`src/rtl/argmax_pkg.sv`:
```
// Shared types and defaults for the sequential arg-max classifier stage.
package argmax_pkg;

    localparam int unsigned DEFAULT_CLASSES = 10;
    localparam int unsigned DEFAULT_SCORE_W = 16;
    localparam int unsigned DEFAULT_IDX_W   = 4;

    typedef enum logic [1:0] {
        IDLE  = 2'd0,
        ACCUM = 2'd1,
        DONE  = 2'd2
    } state_t;

    // Beat counter must reach NUM_CLASSES without wrapping.
    function automatic int unsigned cnt_width(input int unsigned n);
        return $clog2(n + 1);
    endfunction

endpackage

```
`src/rtl/argmax_sequencer_max_select.sv`:
```
// Unsigned compare-select; b replaces a only when strictly greater.
module max_select #(
    parameter int unsigned SCORE_W = 16,
    parameter int unsigned IDX_W   = 4
) (
    input  logic [SCORE_W-1:0] a,
    input  logic [IDX_W-1:0]   a_idx,
    input  logic [SCORE_W-1:0] b,
    input  logic [IDX_W-1:0]   b_idx,
    output logic [SCORE_W-1:0] m,
    output logic [IDX_W-1:0]   m_idx
);

    logic b_wins;

    always_comb begin
        b_wins = (b > a);
        m      = b_wins ? b : a;
        m_idx  = b_wins ? b_idx : a_idx;
    end

endmodule

```
`src/rtl/argmax_sequencer.sv`:
```
// Time-shared arg-max over NUM_CLASSES streamed scores; result offered on a
// valid/ready port after exactly NUM_CLASSES accepted beats.
module argmax_sequencer
    import argmax_pkg::*;
#(
    parameter int unsigned NUM_CLASSES = DEFAULT_CLASSES,
    parameter int unsigned SCORE_W     = DEFAULT_SCORE_W,
    parameter int unsigned IDX_W       = DEFAULT_IDX_W
) (
    input  logic               clk,
    input  logic               rst_n,
    input  logic               start,
    input  logic               abort,
    input  logic               in_valid,
    output logic               in_ready,
    input  logic [SCORE_W-1:0] in_score,
    input  logic               in_last,
    output logic               out_valid,
    input  logic               out_ready,
    output logic [SCORE_W-1:0] out_max,
    output logic [IDX_W-1:0]   out_idx,
    output logic               out_err,
    output logic               busy
);

    localparam int unsigned      CNT_W    = cnt_width(NUM_CLASSES);
    localparam logic [CNT_W-1:0] LAST_CNT = CNT_W'(NUM_CLASSES - 1);
    localparam logic [CNT_W-1:0] MAX_CNT  = CNT_W'(NUM_CLASSES);

    state_t             state;
    state_t             state_nxt;
    logic [CNT_W-1:0]   cnt;
    logic [SCORE_W-1:0] max_r;
    logic [IDX_W-1:0]   idx_r;
    logic               err_r;

    logic               beat_c;
    logic               final_c;
    logic               start_go_c;
    logic [SCORE_W-1:0] sel_max;
    logic [IDX_W-1:0]   sel_idx;

    max_select #(
        .SCORE_W (SCORE_W),
        .IDX_W   (IDX_W)
    ) u_max_select (
        .a     (max_r),
        .a_idx (idx_r),
        .b     (in_score),
        .b_idx (IDX_W'(cnt)),
        .m     (sel_max),
        .m_idx (sel_idx)
    );

    // Handshake qualifiers; abort suppresses any datapath update.
    always_comb begin
        beat_c     = (state == ACCUM) && in_valid && in_ready && !abort;
        final_c    = beat_c && (cnt == LAST_CNT);
        start_go_c = (state == IDLE) && start && !abort;
    end

    // Next-state logic; abort overrides every other event.
    always_comb begin
        state_nxt = state;
        case (state)
            IDLE:    if (start_go_c) state_nxt = ACCUM;
            ACCUM:   if (final_c)    state_nxt = DONE;
            DONE:    if (out_ready)  state_nxt = IDLE;
            default:                 state_nxt = IDLE;
        endcase
        if (abort) begin
            state_nxt = IDLE;
        end
    end

    // State register plus state-decoded outputs registered alongside it.
    always_ff @(posedge clk or negedge rst_n) begin
        if (!rst_n) begin
            state     <= IDLE;
            in_ready  <= 1'b0;
            out_valid <= 1'b0;
            busy      <= 1'b0;
        end else begin
            state     <= state_nxt;
            in_ready  <= (state_nxt == ACCUM);
            out_valid <= (state_nxt == DONE);
            busy      <= (state_nxt != IDLE);
        end
    end

    // Running maximum, index, beat count and framing error.
    always_ff @(posedge clk or negedge rst_n) begin
        if (!rst_n) begin
            cnt   <= '0;
            max_r <= '0;
            idx_r <= '0;
            err_r <= 1'b0;
        end else if (start_go_c) begin
            cnt   <= '0;
            max_r <= '0;
            idx_r <= '0;
            err_r <= 1'b0;
        end else if (beat_c) begin
            if (cnt == '0) begin
                max_r <= in_score;
                idx_r <= '0;
            end else begin
                max_r <= sel_max;
                idx_r <= sel_idx;
            end
            if (cnt != MAX_CNT) begin
                cnt <= cnt + CNT_W'(1);
            end
            if ((in_last && (cnt < LAST_CNT)) || (!in_last && (cnt == LAST_CNT))) begin
                err_r <= 1'b1;
            end
        end
    end

    assign out_max = max_r;
    assign out_idx = idx_r;
    assign out_err = err_r;

endmodule
```
`config.mk`:
```
export PLATFORM = sky130hd
export DESIGN_NAME = argmax_sequencer
export DESIGN_NICKNAME = d
export VERILOG_FILES = /design/src/rtl/argmax_pkg.sv /design/src/rtl/argmax_sequencer_max_select.sv /design/src/rtl/argmax_sequencer.sv
export SDC_FILE = /design/constraint.sdc
export NUM_CORES = 1
export LEC_CHECK = 0
export BUFFER_PORTS_ARGS = -buffer_cell sky130_fd_sc_hd__buf_2
export CAP_MARGIN = 0
export CORE_MARGIN = 2
export CORE_UTILIZATION = 55
export CTS_BUF_LIST = sky130_fd_sc_hd__clkbuf_4 sky130_fd_sc_hd__clkbuf_8
export DETAILED_ROUTE_END_ITERATION = 6
export PLACE_DENSITY = 0.85
export REMOVE_ABC_BUFFERS = 1
export SLEW_MARGIN = 20
export SYNTH_ARGS = -nofsm -noshare
export SYNTH_HDL_FRONTEND = slang
export SYNTH_SLANG_ARGS = --single-unit
```
`constraint.sdc`:
```
create_clock -name clk -period 2.65 [get_ports clk]
set_input_delay 0 -clock clk [delete_from_list [all_inputs] [get_ports clk]]
set_output_delay 0 -clock clk [all_outputs]
set_load 0.02 [all_outputs]
```
---- After elaboration in Yosys (flattened, before gate mapping) ----
Cells that the tools add are included.
word-level totals
  flip-flop bits (word level) ............. 30
  bits of input ports ..................... 23
  output and inout bits ................... 24
  word-level logic and storage cells ...... 57
operators by class
  add/subtract/negate cells ............... 1
  $lt $le $gt $ge ......................... 2
  equal/unequal tests ..................... 6
  mux-type cells .......................... 19
  reduce and logical (&&, ||, !) cells .... 21
operators by type and width
  cell                 count
  $mux 16              4
  $mux 4               7
  $gt 16x16->1         1
  $logic_and 1x1->1    8
  $mux 2               4
  $reduce_bool 2->1    4
  $pmux 2 s3           1
  $reduce_and 2->1     3
  $add 4x1->4 const B  1
  $eq 2x1->1 const B   2
  $eq 2x2->1 const B   2
  $eq 4x4->1 const B   1
  $logic_not 4->1      1
  $lt 4x4->1 const B   1
  $ne 4x4->1 const B   1
  $mux 1               3
  $reduce_bool 3->1    1
  $logic_not 1->1      2
  $logic_not 2->1      1
  $logic_or 1x1->1     1

---- Depth between registers and ports, before layout ----
Gate-level depths: netlist of run 1.
  depth in word-level cells ............... 9
  depth in mapped cells ................... 8
  depth with buffers taken out ............ 7

---- By module ----
From an unflattened synthesis of run 1, not the netlist that was laid out.
second synthesis, totals
  cell total of the unflattened synthesis .. 309
  area total of the unflattened synthesis .. 2706.3 µm²
by module, submodules not included
  module            instances  cells an instance  area each (µm²)
  argmax_sequencer  1          143                1582.8
  max_select        1          166                1123.6

---- Worst setup path after synthesis of run 1 ----
No wires, ideal clock.
  path type ............................... register to register
  start point ............................. reg max_r[15], in the netlist out_max[15]
  end point ............................... reg max_r[0], in the netlist out_max[0]
  library setup time ...................... 0.125 ns
  data arrival time ....................... 2.103 ns
  data required time ...................... 2.525 ns
  path slack .............................. 0.422 ns
  cell stages (with the launch flop) ...... 9
  path buffers ............................ 1
  cell sequence ........................... dfrtp_1 -> inv_1 -> ha_1 -> nand4_1 -> nor4_1 -> a21boi_1 -> o31a_4 -> buf_12 -> mux2_4
between the ends
  longest elaborated chain between the ends .. 3
RTL lines
  item                         line                               source
  start, declared              argmax_sequencer.sv:33             logic [SCORE_W-1:0] max_r;
  start signal, assigned       argmax_sequencer.sv:105            max_r <= in_score;
  start signal, assigned       argmax_sequencer.sv:108            max_r <= sel_max;
  $gt 16x16->1                 argmax_sequencer_max_select.sv:17  b_wins = (b > a);
  $reduce_bool 3->1 (no line)  --
  $reduce_and 2->1 (no line)   --
No other way between the ends.
A chain may end at the register's enable or synchronous reset.

---- Worst setup path after layout of run 1 ----
  start point ............................. reg max_r[15], in the netlist out_max[15]
  end point ............................... reg max_r[7], in the netlist out_max[7]
The elaborated chain is that of the path after synthesis.

==> results of run 1 <==
-- worst max-delay path by stage --
stage                        to  slack, ns  cells after the start
global placement    out_max[13]       0.50                      8
floorplan            out_max[0]       0.35                      7
CTS                 out_max[13]       0.41                      8
finish               out_max[7]       0.32                      8
detailed placement  out_max[13]       0.43                      8
global route        out_max[13]       0.05                      8
-- report_power, final --
part	switching [W]	total (W)	internal [W]
sequential	0.000106	0.000717	0.000611
combinational	0.000598	0.000997	0.000399
clock	0.000162	0.000257	0.0000951
-- per-stage QoR --
step | setup slack [ns] | instance area [um2] | hold WS [ns] | std cells | power, W
after floorplan | 0.353 | 1780 | -0.296 | 174 | 0.00137
after global placement | 0.503 | 2100 | 0.0653 | 266 | 0.00164
after detailed placement | 0.431 | 2100 | 0.0719 | 266 | 0.00168
final | 0.317 | 2330 | 0.0480 | 292 | 0.00197
after CTS | 0.415 | 2330 | 0.0397 | 292 | 0.00196
after global routing | 0.0526 | 2330 | 0.0658 | 292 | 0.00213
-- flip-flops by register name, summed over array words and instances, names as in the netlist --
name	flops
out_idx	4
state	2
in_ready	1
cnt	4
busy	1
out_err	1
out_valid	1
out_max	16
-- worst max-delay path, cell delays in order (launching register included) --
cell      delay [ns]
dfrtp_1         0.38
inv_1           0.07
ha_1            0.30
nand4_1         0.18
nor4_1          0.46
a21boi_1        0.24
o31a_4          0.24
buf_12          0.18
mux2i_1         0.20
-- routing by layer --
| layer | vias up | GRT usage | share of wire | routed length, um |
|---|---|---|---|---|
| li1 | 747 | - | - | - |
| met1 | 723 | 0.282 | 0.42 | 1800 |
| met2 | 43 | 0.429 | 0.49 | 2080 |
| met3 | 17 | 0.0735 | 0.047 | 201 |
| met4 | 0 | 0.146 | 0.042 | 177 |
| met5 | - | 0 | 0 | 0 |
-- cells by family after synthesis --
logic type,Yosys count,synth area share
AND/OR/NAND/NOR,52,0.142
XOR/XNOR,1,0.00480
AO/OA/AOI/OAI,27,0.114
adder cells (fa/ha/maj),21,0.144
multiplexers,20,0.112
flip-flops,30,0.411
buffers and inverters,28,0.0712
-- placed cells by master (no fill, tap or decap), types with 3 or more instances in the layout --
master         synthesis  routed
a21oi_1                7       7
buf_2                  1      46
clkbuf_4               0       5
dfrtp_1               30      30
dlygate4sd3_1          0      19
ha_1                  21      21
inv_1                 23      23
mux2i_1               19      19
nand2_1               28      28
nand2b_1               3       3
nor2_1                 6       6
o21ai_0                4       4
-- cell type report --
cell class	count	share of cell area
multi-input cells	121	0.405
flip-flops and latches	30	0.322
repair buffers	67	0.192
inverters	23	0.0370
well taps	44	0.0236
clock buffers	5	0.0161
clock inverters	2	0.00429
==> results.sh, run 1 <==
export IMPL_track_usage=0.253
export IMPL_antenna_found_initial=0
export IMPL_cts_hold_buf=19
export IMPL_drive_gt1_frac=0.250
export IMPL_rrSetupSlack_ns=0.32
export IMPL_seqCellArea_um2=751
export IMPL_skew_ns=0.00825
export IMPL_yosysMostFrequentCell="dfrtp_1"
export IMPL_area_delta_synth_final_pct=27.7
export IMPL_yosysUniqueCellTypes=38
export IMPL_synth_edf_count=0
export IMPL_synth_largest_area_cell="dfrtp_1"
export IMPL_clk_pin_slew_worst_paths_ns=0.10
export IMPL_netlist_instances=179
export IMPL_p_leak_nw=1.20
export IMPL_drv_slew=0
export IMPL_dp_hpwl_um=2820
export IMPL_antenna_cells=0
export IMPL_hp_class="primary input to flop"
export IMPL_max_freq_mhz=429
export IMPL_synth_top_cell_area_share=0.411
export IMPL_nNetsFinal=292
export IMPL_via_per_inst=5.24
export IMPL_fill_cells=230
export IMPL_reg2reg_to="out_max[7]"
export IMPL_p_per_area_nw_per_um2=845
export IMPL_fin_tns_setup_ns=0
export IMPL_drt_iter0_markers=54
export IMPL_synth_async_reset_ratio=1.00
export IMPL_cts_setup_buffers=0
export IMPL_critPathRequiredTime_ns=2.92
export IMPL_drcViolationCount=0
export IMPL_yosysSeqAreaShare=0.411
export IMPL_cts_tree="done"
export IMPL_ys_ff_latch=30
export IMPL_period_minus_slack_ns=2.33
export IMPL_ant_nets=0
export IMPL_dieWidth_um=61.6
export IMPL_postCtsResizedCells=0
export IMPL_status="completed"
export IMPL_grt_max_degree=31
export IMPL_setup_viol=0
export IMPL_syn_area_per_cell_um2=10.2
export IMPL_wl_um=4260
export IMPL_r2r_start="out_max[15]"
export IMPL_path_class="flop to flop"
export IMPL_dr_pass1_iters=4
export IMPL_dieArea_um2=3800
export IMPL_cts_root_buf="clkbuf_4"
export IMPL_pin_count=47
export IMPL_cts_buffers_inserted=5
export IMPL_ir_worst_vdd_v=0.000546
export IMPL_fp_dieH_um=61.6
export IMPL_cp_end_kind="flop"
export IMPL_grt_pass1_wl_um=6910
export IMPL_gp_congestion=0.785
export IMPL_maxCapViolations=0
export IMPL_rsz0062_at_grt="no"
export IMPL_startpoint="out_max[15]"
export IMPL_worstHoldStart="in_score[0]"
export IMPL_fin_util=0.752
export IMPL_tightestPinTransition_ns=0.662
export IMPL_whs_path_depth=4
export IMPL_start_util=0.589
export IMPL_r2r_cells=8
export IMPL_portBuffers=46
export IMPL_cp_start_kind="flop"
export IMPL_clockBufferDepth=2
export IMPL_synth_area_um2=1830
export IMPL_rows=20
export IMPL_ys_warn_count=0
export IMPL_first_global_vias=1589
export IMPL_multiInputGateArea_um2=946
export IMPL_clock_latency_ns=0.34
export IMPL_vias=1530
export IMPL_wl_per_cell_um=14.6
export IMPL_fin_crit_sh=0.881
export IMPL_critPathArrivalTime_ns=2.60
export IMPL_coreArea_um2=3100
export IMPL_hold_end="out_max[0]"
export IMPL_maxSlewHeadroom=0.559
export IMPL_ys_top_cells_by_count="dfrtp_1, nand2_1, inv_1"
export IMPL_hold_violations=0
export IMPL_cp_max_fo=14
export IMPL_ctsHtreeMaxLevel=2
export IMPL_grt_overflow_total=0
export IMPL_synth_area_leaders="dfrtp_1, ha_1, mux2i_1, nand2_1, inv_1"
export IMPL_yosys_most_used_dff="dfrtp_1"
export IMPL_cts_sinks=30
(Power assumes the default switching activity.)
==> inputs of run 2 (changes only) <==
- CORE_UTILIZATION: 55 -> 32
- PLACE_DENSITY: 0.85 -> 0.56
==> run 2 against run 1 <==
  * Design area rose by 2.7%
  * Power rose by 4.8%
  * Sequential power fell by 0.6%
  * Clock power rose by 53%
  * Routed wire length fell by 8.4%
  * Critical path depth did not move
  * Maximum frequency fell by 1.3%
  * Cell count rose by 9.2%
  * Clock skew rose by 0.0011 ns
  * Core utilization fell by 32 points
  * Sequential cell count did not move
  * Sequential share of layout area fell by 0.84 points
  * Largest cell class unchanged
==> results.sh, run 2 (synthesized netlist as in run 1, its figures left out) <==
export IMPL_ctsHtreeMaxLevel=2
export IMPL_r2r_cells=8
export IMPL_seqPwrFrac=0.345
export IMPL_cp_start_kind="flop"
export IMPL_grt_max_degree=31
export IMPL_gp_congestion=0.727
export IMPL_start_util=0.332
export IMPL_clk_pin_slew_worst_paths_ns=0.07
export IMPL_final_cell_mix="buf_2, dfrtp_1, nand2_1"
export IMPL_max_freq_mhz=423
export IMPL_power_frac_comb=0.466
export IMPL_wl_per_cell_um=12.2
export IMPL_hp_class="primary input to flop"
export IMPL_period_minus_slack_ns=2.36
export IMPL_path_cells="inv_1, ha_1, nand4_1, nor4_1, a21boi_1, o31a_4, buf_12, mux2i_1"
export IMPL_cp_depth=8
export IMPL_largest_reg_flops=16
export IMPL_setup_viol=0
export IMPL_fp_dieH_um=79.6
export IMPL_critPathArrivalTime_ns=2.55
export IMPL_power_w=0.00207
export IMPL_dp_hpwl_um=2960
export IMPL_pin_count=47
export IMPL_cts_sinks=30
export IMPL_dieWidth_um=79.6
export IMPL_skew_ns=0.00935
export IMPL_cp_end_kind="flop"
export IMPL_startpoint="out_max[15]"
export IMPL_clock_latency_ns=0.28
export IMPL_fill_cells=544
export IMPL_first_global_vias=1380
export IMPL_grt_pass1_wl_um=6500
export IMPL_track_usage=0.132
export IMPL_critPathTopFamily="simple AND/OR/NAND/NOR gates"
export IMPL_swShare=0.407
export IMPL_p_sw_w=0.000841
export IMPL_portBuffers=46
export IMPL_via_per_inst=4.63
export IMPL_area_delta_synth_final_pct=31.2
export IMPL_p_leak_nw=1.21
export IMPL_rrSetupSlack_ns=0.29
export IMPL_cts_root_buf="clkbuf_8"
export IMPL_vias=1476
export IMPL_coreArea_um2=5510
export IMPL_drt_iter0_markers=60
export IMPL_cts_buffers_inserted=5
export IMPL_tightestPinTransition_ns=0.687
export IMPL_drv_slew=0
export IMPL_ir_worst_vdd_v=0.000341
export IMPL_wl_um=3900
export IMPL_cts_setup_buffers=0
export IMPL_maxCapViolations=0
export IMPL_clockBufferDepth=2
export IMPL_crit_slowest_cell="nor4_1"
export IMPL_path_class="flop to flop"
export IMPL_p_clk_frac=0.190
export IMPL_rows=27
export IMPL_ant_nets=0
export IMPL_antenna_found_initial=0
export IMPL_final_common_cell="buf_2"
export IMPL_drcViolationCount=0
export IMPL_cp_max_fo=12
export IMPL_maxSlewHeadroom=0.542
export IMPL_hold_violations=0
export IMPL_fin_tns_setup_ns=0
export IMPL_critPathRequiredTime_ns=2.84
export IMPL_status="completed"
export IMPL_dr_pass1_iters=4
export IMPL_antenna_cells=0
export IMPL_crit_buf_inv=2
export IMPL_fin_crit_sh=0.892
export IMPL_cts_tree="done"
export IMPL_r2r_start="out_max[15]"
export IMPL_nNetsFinal=290
export IMPL_drive_gt1_frac=0.255
export IMPL_dieArea_um2=6330
export IMPL_critPathCapture="out_max[12]"
export IMPL_grt_overflow_total=0
export IMPL_reg2reg_to="out_max[12]"
export IMPL_rsz0062_at_grt="no"
export IMPL_p_per_area_nw_per_um2=863
export IMPL_p_int_w=0.00123
export IMPL_max_stage_delay_ns=0.47
-- run 2: changes by cell type in the layout (fill, tap and decap cells not counted) --
cell / delta
clkbuf_4: -4
clkbuf_8: +6
clkinv_2: -1
dlygate4sd3_1: -2
-- run 2: layout make-up --
| cell class | instances | area, um2 | share of cell area |
|---|---|---|---|
| repair buffers | 65 | 428 | 0.179 |
| inverters | 23 | 86.3 | 0.0360 |
| clock inverters | 1 | 5.00 | 0.00209 |
| clock buffers | 7 | 90.1 | 0.0376 |
| multi-input cells | 121 | 946 | 0.395 |
| flip-flops and latches | 30 | 751 | 0.313 |
| well taps | 72 | 90.1 | 0.0376 |
-- run 2: stage by stage --
step | hold WS [ns] | setup WS, ns | instance area [um2] | std cells | utilization
finish | 0.0282 | 0.286 | 2400 | 319 | 0.435
global route | 0.0399 | 0.0485 | 2400 | 319 | 0.435
CTS | 0.0131 | 0.241 | 2400 | 319 | 0.435
detailed placement | 0.0872 | 0.260 | 2130 | 294 | 0.387
global placement | 0.0880 | 0.448 | 2130 | 294 | 0.387
floorplan | -0.296 | 0.353 | 1780 | 174 | -
-- run 2: worst reg2reg max path, delay by kind of cell, from the launching register on --
| family | cells | cell delay, ns |
|---|---|---|
| and+or+nand+nor | 2 | 0.61 |
| muxes | 1 | 0.22 |
| AOI/OAI and AO/OA | 2 | 0.53 |
| buffers and inverters | 2 | 0.25 |
| adders and majority gates | 1 | 0.29 |
| DFF | 1 | 0.38 |
-- run 2: metal layers --
metal,share of wire,global-route usage,up-vias
met5,0,0,-
met4,0.014,0.0466,0
met3,0.047,0.0305,6
met2,0.47,0.214,34
met1,0.47,0.173,689
li1,-,-,747
-- run 2: power groups by stage --
| stage | clock (W) | combinational (W) | sequential (W) |
|---|---|---|---|
| finish | 0.000392 | 0.000962 | 0.000713 |
| global route | 0.000434 | 0.00109 | 0.000735 |
| CTS | 0.000410 | 0.000980 | 0.000715 |
| detailed placement | 0 | 0.000958 | 0.000723 |
| global placement | 0 | 0.000956 | 0.000718 |
| floorplan | 0 | 0.000482 | 0.000885 |
-- run 2: timing repair --
| action | 4_1_cts | 5_1_grt |
|---|---|---|
| hold buffers | 17 | 0 |
| hold endpoints to repair | 49 | 0 |
| resized for setup | 0 | 0 |
-- run 2: worst min-delay path by stage --
stage,startpoint,endpoint,depth (start not counted)
final,out_ready,out_valid,3
after global routing,out_ready,out_valid,3
after CTS,out_ready,out_valid,3
after detailed placement,rst_n,out_max[9],1
after global placement,rst_n,out_max[9],1
after floorplan,rst_n,busy,0
==> inputs of run 3 (changes only) <==
- clock period: 2.65 -> 2.6 ns (I/O delays scaled with it)
==> run 3 against run 2 <==
  * Hold slack got worse by 0.0068 ns
  * Count of clock-buffer cells in the layout did not move
  * Clock skew fell by 0.0027 ns
  * Non-clock buffer count rose by 1
  * Cell count rose by 0.31%
  * Largest power group unchanged
  * Sequential power rose by 2%
==> results.sh, run 3 (synthesized netlist as in run 1, its figures left out) <==
export IMPL_fill_cells=533
export IMPL_hp_class="primary input to flop"
export IMPL_rsz0062_at_grt="no"
export IMPL_max_freq_mhz=436
export IMPL_hold_end="out_valid"
export IMPL_portBuffers=46
export IMPL_critPathRequiredTime_ns=2.80
export IMPL_start_util=0.332
export IMPL_drt_iter0_markers=83
export IMPL_setup_viol=0
export IMPL_cp_max_fo=12
export IMPL_design_area_um2=2400
export IMPL_area_delta_synth_final_pct=31.6
export IMPL_track_usage=0.137
export IMPL_path_class="flop to flop"
export IMPL_wl_per_cell_um=12.5
export IMPL_critPathTopFamily="simple AND/OR/NAND/NOR gates"
export IMPL_grt_overflow_total=0
export IMPL_status="completed"
export IMPL_cts_root_buf="clkbuf_8"
export IMPL_fin_crit_sh=0.883
export IMPL_period_minus_slack_ns=2.29
export IMPL_p_leak_nw=1.21
export IMPL_clockBufferDepth=2
export IMPL_ant_nets=0
export IMPL_final_common_cell="buf_2"
export IMPL_cts_tree="done"
export IMPL_drv_slew=0
export IMPL_drive_gt1_frac=0.258
export IMPL_gp_congestion=0.731
export IMPL_dr_pass1_iters=4
export IMPL_via_per_inst=4.67
export IMPL_nNetsFinal=291
export IMPL_grt_max_degree=31
export IMPL_rows=27
export IMPL_clock_latency_ns=0.28
export IMPL_wl_um=4020
export IMPL_ir_worst_vdd_v=0.000318
export IMPL_dp_hpwl_um=2960
export IMPL_maxSlewHeadroom=0.530
export IMPL_placed_cell_area_um2=2140
export IMPL_maxCapViolations=0
export IMPL_crit_buf_inv=2
export IMPL_pin_count=47
export IMPL_tightestPinTransition_ns=0.705
export IMPL_worstHoldStart="out_ready"
export IMPL_cp_end_kind="flop"
export IMPL_p_per_area_nw_per_um2=881
export IMPL_first_global_vias=1442
export IMPL_fin_tns_setup_ns=0
export IMPL_ctsHtreeMaxLevel=2
export IMPL_max_stage_delay_ns=0.45
export IMPL_dieArea_um2=6330
export IMPL_rrSetupSlack_ns=0.31
export IMPL_dieWidth_um=79.6
export IMPL_cts_buffers_inserted=5
export IMPL_hold_violations=0
export IMPL_postCtsResizedCells=0
export IMPL_crit_slowest_cell="nor4_1"
export IMPL_whs_path_depth=3
export IMPL_path_cells="inv_1, ha_1, nand4_1, nor4_1, a21boi_1, o31a_4, buf_12, mux2i_1"
export IMPL_antenna_cells=0
export IMPL_cts_sinks=30
export IMPL_grt_pass1_wl_um=6640
export IMPL_vias=1494
export IMPL_antenna_found_initial=0
export IMPL_fp_dieH_um=79.6
export IMPL_final_cell_mix="buf_2, dfrtp_1, nand2_1"
export IMPL_r2r_start="out_max[15]"
export IMPL_cp_start_kind="flop"
export IMPL_drcViolationCount=0
export IMPL_coreArea_um2=5510
export IMPL_cts_setup_buffers=0
export IMPL_clk_pin_slew_worst_paths_ns=0.07
export IMPL_skew_ns=0.00667
export IMPL_reg2reg_to="out_max[6]"
export IMPL_critPathArrivalTime_ns=2.50
export IMPL_largest_reg_flops=16
export IMPL_r2r_cells=8
export IMPL_cts_hold_buf=17
## run 3: cell types whose count changed in the layout (fill, tap and decap cells not counted)
cell,before,now
buf_4,1,2
## run 3: worst register-to-register path, delay by kind of cell, from the launching register on
family	cells	cell delay, ns
muxes	1	0.20
buffers and inverters	2	0.25
DFF	1	0.37
adders and majority gates	1	0.29
and+or+nand+nor	2	0.60
AOI/OAI and AO/OA	2	0.52
## run 3: worst max-delay path by stage
stage / end / cells past startpoint / startpoint
2_1_floorplan: out_max[0] / 7 / out_max[15]
4_1_cts: out_max[14] / 8 / out_max[15]
3_3_place_gp: out_max[14] / 8 / out_max[15]
5_1_grt: out_max[15] / 8 / out_max[15]
6_report: out_max[6] / 8 / out_max[15]
3_5_place_dp: out_max[14] / 8 / out_max[15]
## run 3: through the flow
step | hold slack, ns | worst slack [ns] | total power, W | cells | utilization
after floorplan | -0.296 | 0.303 | 0.00139 | 174 | -
after global placement | 0.0896 | 0.394 | 0.00171 | 295 | 0.388
after detailed placement | 0.0995 | 0.288 | 0.00172 | 295 | 0.388
after CTS | 0.0102 | 0.271 | 0.00215 | 320 | 0.436
after global routing | 0.0469 | 0.108 | 0.00231 | 320 | 0.436
final | 0.0214 | 0.305 | 0.00212 | 320 | 0.436
## run 3: cell type report
class | count | area, um2 | area share
Multi-Input combinational cell | 121 | 946 | 0.394
Sequential cell | 30 | 751 | 0.312
Timing Repair Buffer | 66 | 435 | 0.181
Clock buffer | 7 | 90.1 | 0.0375
Tap cell | 72 | 90.1 | 0.0375
Inverter | 23 | 86.3 | 0.0359
Clock inverter | 1 | 5.00 | 0.00208
## run 3: per-layer routing
metal,up-vias,wire (um),GRT usage,part of all wire
li1,750,-,-,-
met1,704,1910,0.170,0.48
met2,34,1870,0.229,0.47
met3,6,181,0.0339,0.045
met4,0,51,0.0466,0.013
met5,-,0,0,0
## run 3: report_power, final
part / switching (W) / internal, W / leakage (nW)
clock: 0.000176 / 0.000224 / 0.0517
combinational: 0.000583 / 0.000404 / 0.781
sequential: 0.000105 / 0.000624 / 0.382
